[src/rtl/ram_pkg.sv]
// ram_pkg: shared widths, halt marker and core id type for the 4-core RAM write path
package ram_pkg;
    localparam int ADDR_W = 16;
    localparam int DATA_W = 16;
    localparam int NCORE = 4;
    localparam logic [15:0] HALT_WORD = 16'hFFFF;
    typedef logic [1:0] core_id_t;
endpackage

[src/rtl/rr_arbiter4.sv]
// rr_arbiter4: picks the first requester at or after ptr, wrapping mod 4
module rr_arbiter4
    import ram_pkg::*;
(
    input  logic [3:0] req,
    input  core_id_t   ptr,
    output logic       gnt_valid,
    output core_id_t   gnt_id
);
    logic [3:0] rot;
    core_id_t   off;
    // rot[k] is the request of core (ptr + k) mod 4
    assign rot = 4'({req, req} >> ptr);
    assign off = rot[0] ? 2'd0 : rot[1] ? 2'd1 : rot[2] ? 2'd2 : 2'd3;
    assign gnt_valid = |req;
    assign gnt_id = ptr + off;
endmodule

[src/rtl/ram_write_arbiter_4core.sv]
// ram_write_arbiter_4core: one-entry store buffer per core, serialised round-robin onto one
// registered RAM write port, with sticky per-core detection of the halt word
module ram_write_arbiter_4core
    import ram_pkg::*;
#(
    parameter int ADDR_W = ram_pkg::ADDR_W,
    parameter int DATA_W = ram_pkg::DATA_W,
    parameter logic [DATA_W-1:0] HALT_WORD = ram_pkg::HALT_WORD
) (
    input  logic                    clk,
    input  logic                    rst_n,
    input  logic                    clear,
    input  logic [NCORE-1:0]        in_valid,
    input  logic [NCORE*ADDR_W-1:0] in_addr,
    input  logic [NCORE*DATA_W-1:0] in_data,
    output logic [NCORE-1:0]        in_ready,
    output logic                    mem_we,
    output logic [ADDR_W-1:0]       mem_addr,
    output logic [DATA_W-1:0]       mem_wdata,
    output core_id_t                mem_src,
    input  logic                    mem_ready,
    output logic [NCORE-1:0]        halt_seen
);
    logic [NCORE-1:0]  full;
    logic [ADDR_W-1:0] buf_addr [NCORE];
    logic [DATA_W-1:0] buf_data [NCORE];
    core_id_t          rr_ptr;
    core_id_t          gnt_id;
    logic              gnt_valid;
    logic              load;

    rr_arbiter4 u_arb (.req(full), .ptr(rr_ptr), .gnt_valid(gnt_valid), .gnt_id(gnt_id));

    assign load = ~mem_we | mem_ready;
    assign in_ready = ~full;

    // payload needs no reset: it is only read while its full bit is set
    always_ff @(posedge clk) begin
        for (int i = 0; i < NCORE; i++)
            if (in_valid[i] && in_ready[i]) begin
                buf_addr[i] <= in_addr[i*ADDR_W +: ADDR_W];
                buf_data[i] <= in_data[i*DATA_W +: DATA_W];
            end
    end

    always_ff @(posedge clk or negedge rst_n) begin
        if (!rst_n) begin
            full <= '0;
            rr_ptr <= '0;
            mem_we <= 1'b0;
            mem_addr <= '0;
            mem_wdata <= '0;
            mem_src <= '0;
            halt_seen <= '0;
        end else if (clear) begin
            full <= '0;
            rr_ptr <= '0;
            mem_we <= 1'b0;
            mem_addr <= '0;
            mem_wdata <= '0;
            mem_src <= '0;
            halt_seen <= '0;
        end else begin
            for (int i = 0; i < NCORE; i++)
                if (in_valid[i] && !full[i]) full[i] <= 1'b1;
            if (load) begin
                mem_we <= gnt_valid;
                if (gnt_valid) begin
                    mem_addr <= buf_addr[gnt_id];
                    mem_wdata <= buf_data[gnt_id];
                    mem_src <= gnt_id;
                    full[gnt_id] <= 1'b0;
                    rr_ptr <= gnt_id + 2'd1;
                    if (buf_data[gnt_id] == HALT_WORD) halt_seen[gnt_id] <= 1'b1;
                end
            end
        end
    end
endmodule

[config.mk]
export PLATFORM = sky130hd
export DESIGN_NAME = ram_write_arbiter_4core
export DESIGN_NICKNAME = d
export VERILOG_FILES = /design/src/rtl/ram_pkg.sv /design/src/rtl/rr_arbiter4.sv /design/src/rtl/ram_write_arbiter_4core.sv
export SDC_FILE = /design/constraint.sdc
export NUM_CORES = 1
export LEC_CHECK = 0
export CORE_ASPECT_RATIO = 1.1
export CORE_MARGIN = 8
export CORE_UTILIZATION = 44
export CTS_CLUSTER_SIZE = 28
export DETAILED_ROUTE_END_ITERATION = 10
export PLACE_DENSITY_LB_ADDON = 0.08
export SLEW_MARGIN = 20
export SYNTH_ARGS = -nofsm -noshare
export SYNTH_HDL_FRONTEND = slang
export SYNTH_SLANG_ARGS = --single-unit
[constraint.sdc]
create_clock -name clk -period 2.7 [get_ports clk]
set_input_delay 0.54 -clock clk [delete_from_list [all_inputs] [get_ports clk]]
set_output_delay 0.54 -clock clk [all_outputs]
set_load 0.02 [all_outputs]
==> out/qor_table.md <==
| Item | This run |
|:---|:---|
| Chip height | 146.7 um |
| Final non-filler cell total | 770 |
| Tcrit/Tclk final | 0.9505 |
| Worst setup path class | register to register |
| Final Util | 0.6446 |
| Cell with the most instances after synthesis | edfxtp_1 |
| Peak supply drop | 603.2 uV |
| Number of sinks on the clock net | 173 |
| Final routed wirelength across all metal layers | 18,360 um |
| Number of setup violations in the final report | 0 |
| Number of nets produced by synthesis | 495 |
| Most numerous cell types in the synthesized netlist | edfxtp_1, dfrtp_1, a22o_1, mux4_1 |
| Row count | 47 |
| Power Density | 1094 nW/um^2 |
| Violation count after the first detailed-routing iteration | 280 |
| WP depth | 12 |
| PortBufs | 178 |
| Number of global-route vias before repair | 4,711 |
| Die area | 19,770 sq um |
| CTS root buf | clkbuf_16 |
| Cell family contributing the most delay on the critical path | compound AO/OA/AOI/OAI gates |
| Library cell occupying the most area in the post-synthesis netlist | edfxtp_1 |
| Core ar. | 15,110 sq um |
| Layout cell share with drive strength beyond 1 | 0.1376 |
| Worst slack on hold paths | 0.2132 ns |
| Global routing usage summed across all routing layers | 0.1871 |
| Worst clock skew | 0.007937 ns |
| Number of vias after detailed routing | 4,112 |
| Setup repair after global routing missed its margin | false |
| Run status | finished, final reports clean |
| Synthesis Warnings | 0 |
| Mapped cell area | 6829 sq um |
| Number of hold buffers added after CTS | 0 |
| Count of state elements after synthesis | 173 |
| Pre-CTS setup slack | -0.04457 ns |
| Cell types with the largest area share after synthesis | edfxtp_1, dfrtp_1, mux4_1 |
| Fraction of registers with async set/reset | 0.2601 |
| TritonCTS clock tree | yes |
| Number of flops mapped to enable cells by yosys | 128 |
| Final hold violations | 0 |
| Ordered list of cells on the worst path | o311ai_1 > o21ai_1 > o311ai_1 > ha_2 > buf_4 > nor2b_1 > o21ai_1 > nand4_4 > clkbuf_16 > inv_6 > mux4_1 > a22o_1 |
| Class of the tightest hold or removal check | input port to async pin |
| Post-detailed-placement half-perimeter wirelength | 12,930 um |
| Synth top area share | 0.5628 |
| Critical path launch point type | register |
| Critical path's slowest cell | dfrtp_2 |
| Largest net degree at the start of global routing | 46 |
| FILL cells | 1,079 |
| Post-Route Setup TNS | 0 ns |
| Cell count after placement | 728 |
| GPL Wtd Cong | 0.7851 |
| Final min period | 2.566 ns |
| Final setup margin | 0.1336 ns |
| Total CTS buffers | 17 |
| Post-Syn Instances | 354 |
| Bufs on Longest Clock Path | 2 |
| Antenna cells | 0 |
| Area added between synthesis and finish | 42.65% |
| Worst rel slew slack | 0.4684 |
| Number of remaining DRC errors | 0 |
| CTS HTree Levels | 4 |
| Source-to-sink clock delay at the later pin of the worst-skew pair | 0.42 ns |
| Synth Flop Type | edfxtp_1 |
| Total iterations of the first detailed-routing run | 4 |
| Clock input transition at the sequential cells of the worst setup and hold paths | 0.06 ns |
| Biggest cell delay along the critical path | 0.47 ns |
| Average cell area after synthesis | 19.29 sq um |
| Vias per Instance | 5.340 |
| Final-report max-slew violation count | 0 |
| Post-detailed-route wirelength per cell | 23.85 um |
| Data required time of the worst path | 3.01 ns |
| Maximum capacitance violations | 0 |
| Maximum clock frequency | 0.3897 GHz |
| Logic depth of the worst register-to-register path | 12 |
| Distinct cell type count after synthesis | 35 |
| Arrival time worst endpoint | 2.88 ns |
| Worst Setup End Kind | register |
| Worst Max-Slew Pin Slew | 0.7901 ns |
| Wire length of the first global-routing pass | 27,320 um |
| Total congestion overflow | 0 |
| Antenna violation net count after detailed routing | 0 |
| Worst Path Max Fanout | 12 |
| Share of the yosys chip area belonging to registers | 0.7277 |
| Horizontal die dimension | 134.8 um |
| Effective utilization at floorplan | 0.4519 |
| Net count, final | 702 |
| Leakage Power | 3.677 nW |
| Number of primary I/O pins | 179 |
| Count of buffer and inverter cells on the critical path | 3 |
| Antenna violations before repair | 1 |
==> where the power goes <==
group          switching [mW]  internal (mW)
logic                    2.02           2.36
clock network            1.02           1.55
registers               0.264           3.45
==> area by class of cell <==
cell class                 count  area [sq um]  share of cell area
sequential                   173          4972              0.5104
timing repair buffer         206          2071              0.2126
multi-input combinational    149          1774              0.1821
clock buffer                  18         429.2             0.04405
tap                          196         245.2             0.02517
clock inverter                14         192.7             0.01978
inverter                      14         57.56            0.005908
==> stage by stage <==
| step | total power [mW] | area [sq um] |
|---|---|---|
| floorplan | 6.294 | 6829 |
| global placement | 7.745 | 8997 |
| detailed placement | 7.836 | 8997 |
| CTS | 10.49 | 9651 |
| global route | 11.14 | 9742 |
| finish | 10.66 | 9742 |
==> layout by cell type (no fill, tap or decap), types with 3 or more instances in the layout <==
cell type,n
o22ai_1,4
nor2b_1,3
mux4_1,32
a211oi_1,6
inv_1,12
buf_12,5
edfxtp_1,128
nor2_1,11
nand2_1,3
buf_4,21
clkinvlp_4,3
clkbuf_16,18
nand4_1,10
ha_1,4
o21ai_1,3
a22o_1,32
nand3_1,9
nor3_1,6
clkdlybuf4s50_1,177
dfrtp_1,43
bufinv_16,4
nor2b_4,4
==> cells by family (layout without fill, tap and decap cells) <==
family / Yosys count / count (layout) / share of synthesized area
AND/OR/NAND/NOR: 55 / 56 / 0.04635
buffers and inverters: 33 / 252 / 0.02363
multiplexers: 37 / 37 / 0.1319
flip-flops: 173 / 173 / 0.7277
AO/OA/AOI/OAI: 51 / 51 / 0.06119
adder cells (fa/ha/maj): 5 / 5 / 0.009161
==> sequential cells by signal (all words and copies together) (netlist names) <==
signal / count
buf_addr: 64
mem_src: 2
rr_ptr: 2
mem_we: 1
halt_seen: 4
mem_addr: 16
buf_data: 64
mem_wdata: 16
full: 4
==> routing by layer <==
metal,up-vias,track usage,routed length (um)
met3,24,0.05594,1240
met1,2035,0.2087,7116
met4,2,0.06521,286
li1,1885,-,-
met2,166,0.3298,9704
met5,-,0,13
==> what timing repair did <==
action	in CTS	in global routing
cloned	0	2
gates resized for setup	1	9
hold endpoints to repair	0	0
buffers inserted	4	4
pin swaps	1	2
endpoints found under the setup margin	11	39
==> final timing paths <==
kind / startpoint / endpoint / slack, ns
min in group clk: mem_addr[13]$_DFFE_PN0P_ / mem_addr[13]$_DFFE_PN0P_ / 0.50
hold reg to reg: mem_addr[13]$_DFFE_PN0P_ / mem_addr[13]$_DFFE_PN0P_ / 0.50
setup reg to reg: rr_ptr[0]$_DFFE_PN0P_ / mem_wdata[6]$_DFFE_PN0P_ / 0.13
setup / recovery: rr_ptr[0]$_DFFE_PN0P_ / mem_wdata[6]$_DFFE_PN0P_ / 0.13
max in group asynchronous: rst_n / rr_ptr[0]$_DFFE_PN0P_ / 2.02
hold / removal: rst_n / full[1]$_DFF_PN0_ / 0.21
Power figures use the tool's default switching activity.
